File: src/rtl/mem_bus_arbiter.sv
// Arbiter for the shared processor-to-memory bus. The data cache (D) normally
// wins. A starvation counter forces the instruction cache (I) through after
// STARVE_LIMIT denials. A tag ownership table routes returning load data back
// to the port that issued the load.
module mem_bus_arbiter #(
  parameter int STARVE_LIMIT = 4,
  parameter int MAX_OUT_I    = 8,
  parameter int MAX_OUT_D    = 8
) (
  input  logic        clock,
  input  logic        reset,
  input  logic [1:0]  ic_command,
  input  logic [63:0] ic_addr,
  output logic [3:0]  ic_response,
  output logic [3:0]  ic_tag,
  output logic [63:0] ic_data,
  input  logic [1:0]  dc_command,
  input  logic [63:0] dc_addr,
  input  logic [63:0] dc_wr_data,
  output logic [3:0]  dc_response,
  output logic [3:0]  dc_tag,
  output logic [63:0] dc_data,
  output logic [1:0]  mem_command,
  output logic [63:0] mem_addr,
  output logic [63:0] mem_data,
  input  logic [3:0]  mem_response,
  input  logic [3:0]  mem_tag,
  input  logic [63:0] mem_data_in,
  output logic [3:0]  ic_outstanding,
  output logic [3:0]  dc_outstanding
);

  typedef enum logic [1:0] {
    BUS_NONE  = 2'd0,
    BUS_LOAD  = 2'd1,
    BUS_STORE = 2'd2
  } bus_cmd_e;

  localparam int SW = $clog2(STARVE_LIMIT + 1);

  logic [SW-1:0] starve_cnt, starve_nxt;
  logic [15:0]   pend;   // bit 0 is never set: tag 0 means "none"
  logic [15:0]   owner;  // 0 = I, 1 = D
  logic [3:0]    ic_out_cnt, dc_out_cnt;

  logic i_elig, d_elig, grant_i, grant_d, accepted, acc_load;
  logic ret_valid, ret_to_i, ret_to_d;

  // Eligibility, grant selection and return decode.
  always_comb begin
    i_elig = (ic_command == BUS_LOAD) && (ic_out_cnt < 4'(MAX_OUT_I));
    d_elig = (dc_command == BUS_STORE) ||
             ((dc_command == BUS_LOAD) && (dc_out_cnt < 4'(MAX_OUT_D)));
    // While reset is held, no grant is issued, so every bus output is idle.
    grant_i = reset && i_elig && ((starve_cnt == SW'(STARVE_LIMIT)) || !d_elig);
    grant_d = reset && d_elig && !grant_i;
    accepted = (grant_i || grant_d) && (mem_response != 4'd0);
    acc_load = accepted && (grant_i || (dc_command == BUS_LOAD));
    ret_valid = reset && (mem_tag != 4'd0) && pend[mem_tag];
    ret_to_i  = ret_valid && !owner[mem_tag];
    ret_to_d  = ret_valid &&  owner[mem_tag];
  end

  // Bus multiplexing and response/tag routing.
  always_comb begin
    mem_command = BUS_NONE;
    mem_addr    = 64'd0;
    mem_data    = 64'd0;
    if (grant_i) begin
      mem_command = BUS_LOAD;
      mem_addr    = ic_addr;
    end else if (grant_d) begin
      mem_command = dc_command;
      mem_addr    = dc_addr;
      mem_data    = dc_wr_data;
    end
    ic_response    = grant_i ? mem_response : 4'd0;
    dc_response    = grant_d ? mem_response : 4'd0;
    ic_tag         = ret_to_i ? mem_tag : 4'd0;
    dc_tag         = ret_to_d ? mem_tag : 4'd0;
    ic_data        = mem_data_in;
    dc_data        = mem_data_in;
    ic_outstanding = ic_out_cnt;
    dc_outstanding = dc_out_cnt;
  end

  // Next starvation count for port I.
  always_comb begin
    // NOTE: every always_comb output gets a default first; a path that leaves
    // it unassigned would infer a latch.
    starve_nxt = starve_cnt;
    if (ic_command != BUS_LOAD) begin
      starve_nxt = '0;
    end else if (grant_i) begin
      if (accepted) starve_nxt = '0;
    end else if (i_elig && (starve_cnt != SW'(STARVE_LIMIT))) begin
      starve_nxt = starve_cnt + SW'(1);
    end
  end

  // Ownership table, pending bits, outstanding counters and starvation state.
  always_ff @(posedge clock or negedge reset) begin
    if (!reset) begin
      // NOTE: the tag table is reset as well, because a reset must discard
      // every in-flight load; tags that return later have to be ignored.
      pend       <= '0;
      owner      <= '0;
      ic_out_cnt <= '0;
      dc_out_cnt <= '0;
      starve_cnt <= '0;
    end else begin
      // NOTE: non-blocking assignments; the later set overrides the earlier
      // clear when a tag returns and is re-issued in the same cycle.
      if (ret_valid) pend[mem_tag] <= 1'b0;
      if (acc_load) begin
        pend[mem_response]  <= 1'b1;
        owner[mem_response] <= grant_d;
      end
      ic_out_cnt <= ic_out_cnt + 4'(acc_load && grant_i) - 4'(ret_to_i);
      dc_out_cnt <= dc_out_cnt + 4'(acc_load && grant_d) - 4'(ret_to_d);
      starve_cnt <= starve_nxt;
    end
  end

endmodule

File: config.mk
export PLATFORM = sky130hd
export DESIGN_NAME = mem_bus_arbiter
export DESIGN_NICKNAME = d
export VERILOG_FILES = /design/src/rtl/mem_bus_arbiter.sv
export SDC_FILE = /design/constraint.sdc
export NUM_CORES = 1
export LEC_CHECK = 0
export ABC_AREA = 1
export BUFFER_PORTS_ARGS = -buffer_cell sky130_fd_sc_hd__buf_2
export CORE_AREA = 5 5 212 214
export DETAILED_ROUTE_END_ITERATION = 6
export DIE_AREA = 0 0 217 219
export HOLD_SLACK_MARGIN = 0.06
export PLACE_DENSITY_LB_ADDON = 0.25
export SLEW_MARGIN = 20
export SYNTH_ARGS = -nofsm -noshare
export SYNTH_HDL_FRONTEND = slang
export SYNTH_SLANG_ARGS = --single-unit
File: constraint.sdc
create_clock -name clock -period 3.01 [get_ports clock]
set_input_delay 0.4515 -clock clock [delete_from_list [all_inputs] [get_ports clock]]
set_output_delay 0.4515 -clock clock [all_outputs]
set_load 0.05 [all_outputs]
==> flow_summary.yaml <==
drt:
  routed_wl_um: 23200
  first_iter_violations: 284
  detail_route.first_pass.iterations: 4
  drt-wirelength-per-cell_um: 14.3
  dr_total_vias: 5662
  via_per_inst: 3.49
  ant_nets: 0
  drc_errors: 0
layout:
  finish.net_count: 1359
  drive_above_1_share_pct: 40.4
  syn2layout_area_growth_pct: 34.5
  final_area_um2: 7020
  insertedDiodeCount: 0
cts:
  insertion_delay_ps: 300
  clk_pin_slew_worst_paths_ps: 70
  cts_made_buffers: 5
  cts-hold-fix-buffers: 0
  cts.sinks: 43
  max-clock-path-buffers: 2
  tritoncts: "yes"
  cts.htree.levels: 2
  cts_root_buffer: "sky130_fd_sc_hd__clkbuf_16"
floorplan:
  chipWidth_um: 217
  core_region_area_um2: 42700
  floorplan.io_pins: 552
  number_of_rows_created_at_floorplan: 76
  start_util_pct: 12.2
  dieHeight_um: 219
  die_area_um2: 47500
global_routing:
  grt_pass1_wl_um: 33600
  grt_pass1_vias: 5580
  antenna_found_initial: 1
  groute.layer.met3.usage_pct: 2.84
  grt_use_met1_pct: 11.2
  grt_max_degree: 71
  grt_use_met2_pct: 15.5
  grt-ovfl-total: 0
  top_usage_layer: "met2"
  total_global_route_track_usage_pct: 8.96
critical_path:
  critPathMaxStageDelay_ps: 410
  cp_cell_sequence: "inv_1 > nand3_1 > o21ai_2 > nand2_1 > nand2_4 > nand3_4 > inv_2 > buf_12 > nand2_1 > nand2_1 > clkbuf_4"
  setup.worst_path.end_class: "output port"
  crit_start: "dc_outstanding[3]"
  critical_path.endpoint: "mem_addr[24]"
  critical_path_fanout_max: 64
  worst_r2r_endpoint: "dc_outstanding[2]"
  cp-start-kind: "flip-flop"
  timing.critical_path.max_delay_family: "simple AND/OR/NAND/NOR gates"
  crit_top_cell: "sky130_fd_sc_hd__nand2_1"
  cp_slowest_cell: "sky130_fd_sc_hd__dfrtp_1"
  critPathArrivalTime_ps: 2360
  crit-reg2reg-launch: "dc_outstanding[3]"
  timing.reg2reg.setup_slack_ps: 520
  worst-setup-path-type: "reg -> out"
  critical_path_required_ps: 2560
  worstRegToRegCells: 14
  worstSetupPathDepth: 11
  worstPathBufferInverterCount: 4
power_and_ir_drop:
  switching_share_pct: 52.6
  switchingPower_mw: 1.91
  static_power_due_to_leakage_nw: 4.32
  power_frac_seq_pct: 25.1
  comb_power_share_pct: 59.1
  p_int_mw: 1.72
  clkPwrFrac_pct: 15.8
  max-vdd-ir-drop_mv: 0.179
  power.density_nw_per_um2: 517
timing:
  period_minus_slack_ps: 2810
  fmax_mhz: 356
  period_share_pct: 93.2
  slew_headroom_pct: 52.8
  setup_viol: 0
  hold_violations: 0
  worst_clock_skew_ps: 10.7
  worst_slew_pin_slew_ps: 708
  totalNegativeSetupSlack_ps: 0
  grt_setup_unrepaired: "false"
  finalMaxSlewViolations: 0
synthesis:
  yosys_warnings: 0
  syn_inst: 849
  syn_area_um2: 5220
  synthDistinctLibCells: 33
  synth_nets: 1131
  synth.ff_latch_count: 43
  syn_area_per_cell_um2: 6.15
  sequential_element_share_of_the_synthesized_area_pct: 20.6
hold_path:
  holdCritPathClass: "in -> async"
placed_design:
  hpwl_um: 20000
  routabilityCongestion: 0.751
  place_area_um2: 6860
  io_buffers: 359
outcome:
  result_of_the_run: "finished, final reports clean"
flow_run:
  max_cap_viol_count: 0
[cell families after synthesis]
group | count (synthesis) | share of synthesized area [%]
XOR/XNOR | 6 | 1.01
flip-flops | 43 | 20.6
adder cells (fa/ha/maj) | 12 | 3.17
buffers and inverters | 267 | 31.0
AO/OA/AOI/OAI | 43 | 5.44
AND/OR/NAND/NOR | 478 | 38.8
[worst reg2reg max path, delay by kind of cell (launching register included)]
kind            cells  cell delay (ps)
flops               1              410
buf+inv             4              310
simple gates        5              620
xor+xnor            1              130
fa+ha+maj           3              790
compound gates      1              120
[final cells by class]
cell class,instances,area [um^2]
sequential,43,1080
tap,546,683
timing repair buffer,385,2180
multi-input combinational,539,2530
clock buffer,5,125
inverter,103,392
clock inverter,3,25.0
fill,4935,35700
[registers in the layout, summed over array words and instances, names as in the netlist]
register        count
owner              16
starve_cnt          3
ic_outstanding      4
dc_outstanding      4
pend               16
[Yosys cell counts (all sizes together)]
| cell | number | area share [%] |
|---|---|---|
| nand3 | 58 | 7.8 |
| a21boi | 14 | 2.0 |
| dfrtp | 43 | 21 |
| ha | 10 | 2.4 |
| nand4 | 3 | 0.36 |
| buf | 158 | 23 |
| o21a | 1 | 0.14 |
| or2 | 1 | 0.12 |
| xnor2 | 3 | 0.50 |
| inv | 103 | 7.5 |
| fa | 2 | 0.77 |
| a21oi | 4 | 0.60 |
| xor2 | 3 | 0.50 |
| a31oi | 1 | 0.12 |
| clkbuf | 6 | 0.43 |
| nor2 | 104 | 7.8 |
| o21ai | 23 | 2.6 |
| nand2 | 312 | 23 |
[per-stage QoR]
step / utilization, % / hold slack, ps / setup slack, ps / power [mW] / cells
floorplan: - / 156 / 332 / 2.89 / 849
global placement: 16.1 / 369 / 233 / 3.10 / 1616
detailed placement: 16.1 / 368 / 184 / 3.11 / 1616
CTS: 16.4 / 384 / 140 / 3.70 / 1624
global route: 16.4 / 395 / 10.6 / 3.91 / 1624
finish: 16.4 / 380 / 203 / 3.63 / 1624
[how the worst min path moves through the flow]
stage	start	endpoint	slack, ps	cells after the start
2_1_floorplan	reset	dc_outstanding[0]	160	0
3_3_place_gp	pend[0]	pend[0]	370	0
3_5_place_dp	pend[0]	pend[0]	370	0
4_1_cts	pend[0]	pend[0]	380	0
5_1_grt	pend[0]	pend[0]	390	0
6_report	reset	starve_cnt[1]	380	2
[power groups by stage]
| stage | clock network, mW | logic (mW) | registers [mW] |
|---|---|---|---|
| floorplan | 0 | 1.83 | 1.06 |
| global placement | 0 | 2.17 | 0.924 |
| detailed placement | 0 | 2.18 | 0.922 |
| CTS | 0.598 | 2.19 | 0.913 |
| global route | 0.621 | 2.35 | 0.942 |
| finish | 0.573 | 2.14 | 0.910 |
[repair_timing]
action / in CTS / in global routing
resized for setup: 0 / 1
buffers inserted: 0 / 0
hold endpoints to repair: 0 / 0
setup endpoints to repair: 0 / 1
[cells in the final DEF, fill, tap and decap left out]
cell                         count
sky130_fd_sc_hd__xnor2_1         3
sky130_fd_sc_hd__a21oi_4         1
sky130_fd_sc_hd__clkinvlp_4      1
sky130_fd_sc_hd__o21ai_1        18
sky130_fd_sc_hd__dfrtp_1        43
sky130_fd_sc_hd__buf_12         13
sky130_fd_sc_hd__buf_2         348
sky130_fd_sc_hd__clkinv_4        2
sky130_fd_sc_hd__ha_1           10
sky130_fd_sc_hd__nor2_2          3
sky130_fd_sc_hd__inv_6           1
sky130_fd_sc_hd__nand3_2        22
sky130_fd_sc_hd__buf_4          23
sky130_fd_sc_hd__nor2_1        100
sky130_fd_sc_hd__a21boi_0       14
sky130_fd_sc_hd__o21ai_0         2
sky130_fd_sc_hd__o21ai_4         1
sky130_fd_sc_hd__clkbuf_16       5
sky130_fd_sc_hd__nor2_4          1
sky130_fd_sc_hd__nand2_1       309
sky130_fd_sc_hd__nand3_1        35
sky130_fd_sc_hd__or2_2           1
sky130_fd_sc_hd__o21a_1          1
sky130_fd_sc_hd__inv_1          96
sky130_fd_sc_hd__o21ai_2         2
sky130_fd_sc_hd__a21oi_1         3
sky130_fd_sc_hd__nand4_1         3
sky130_fd_sc_hd__clkbuf_4        1
sky130_fd_sc_hd__nand2_4         2
sky130_fd_sc_hd__inv_2           6
sky130_fd_sc_hd__a31oi_1         1
sky130_fd_sc_hd__fa_1            2
sky130_fd_sc_hd__nand3_4         1
sky130_fd_sc_hd__xor2_1          3
sky130_fd_sc_hd__nand2_2         1
[routing by layer]
metal  vias to the layer above  share of wire (%)
met1                      2492                 41
met2                       280                 50
met5                         -              0.086
li1                       2864                  -
met4                         2               0.60
met3                        24                8.7
Note: power is estimated with default switching activity, not from simulation.
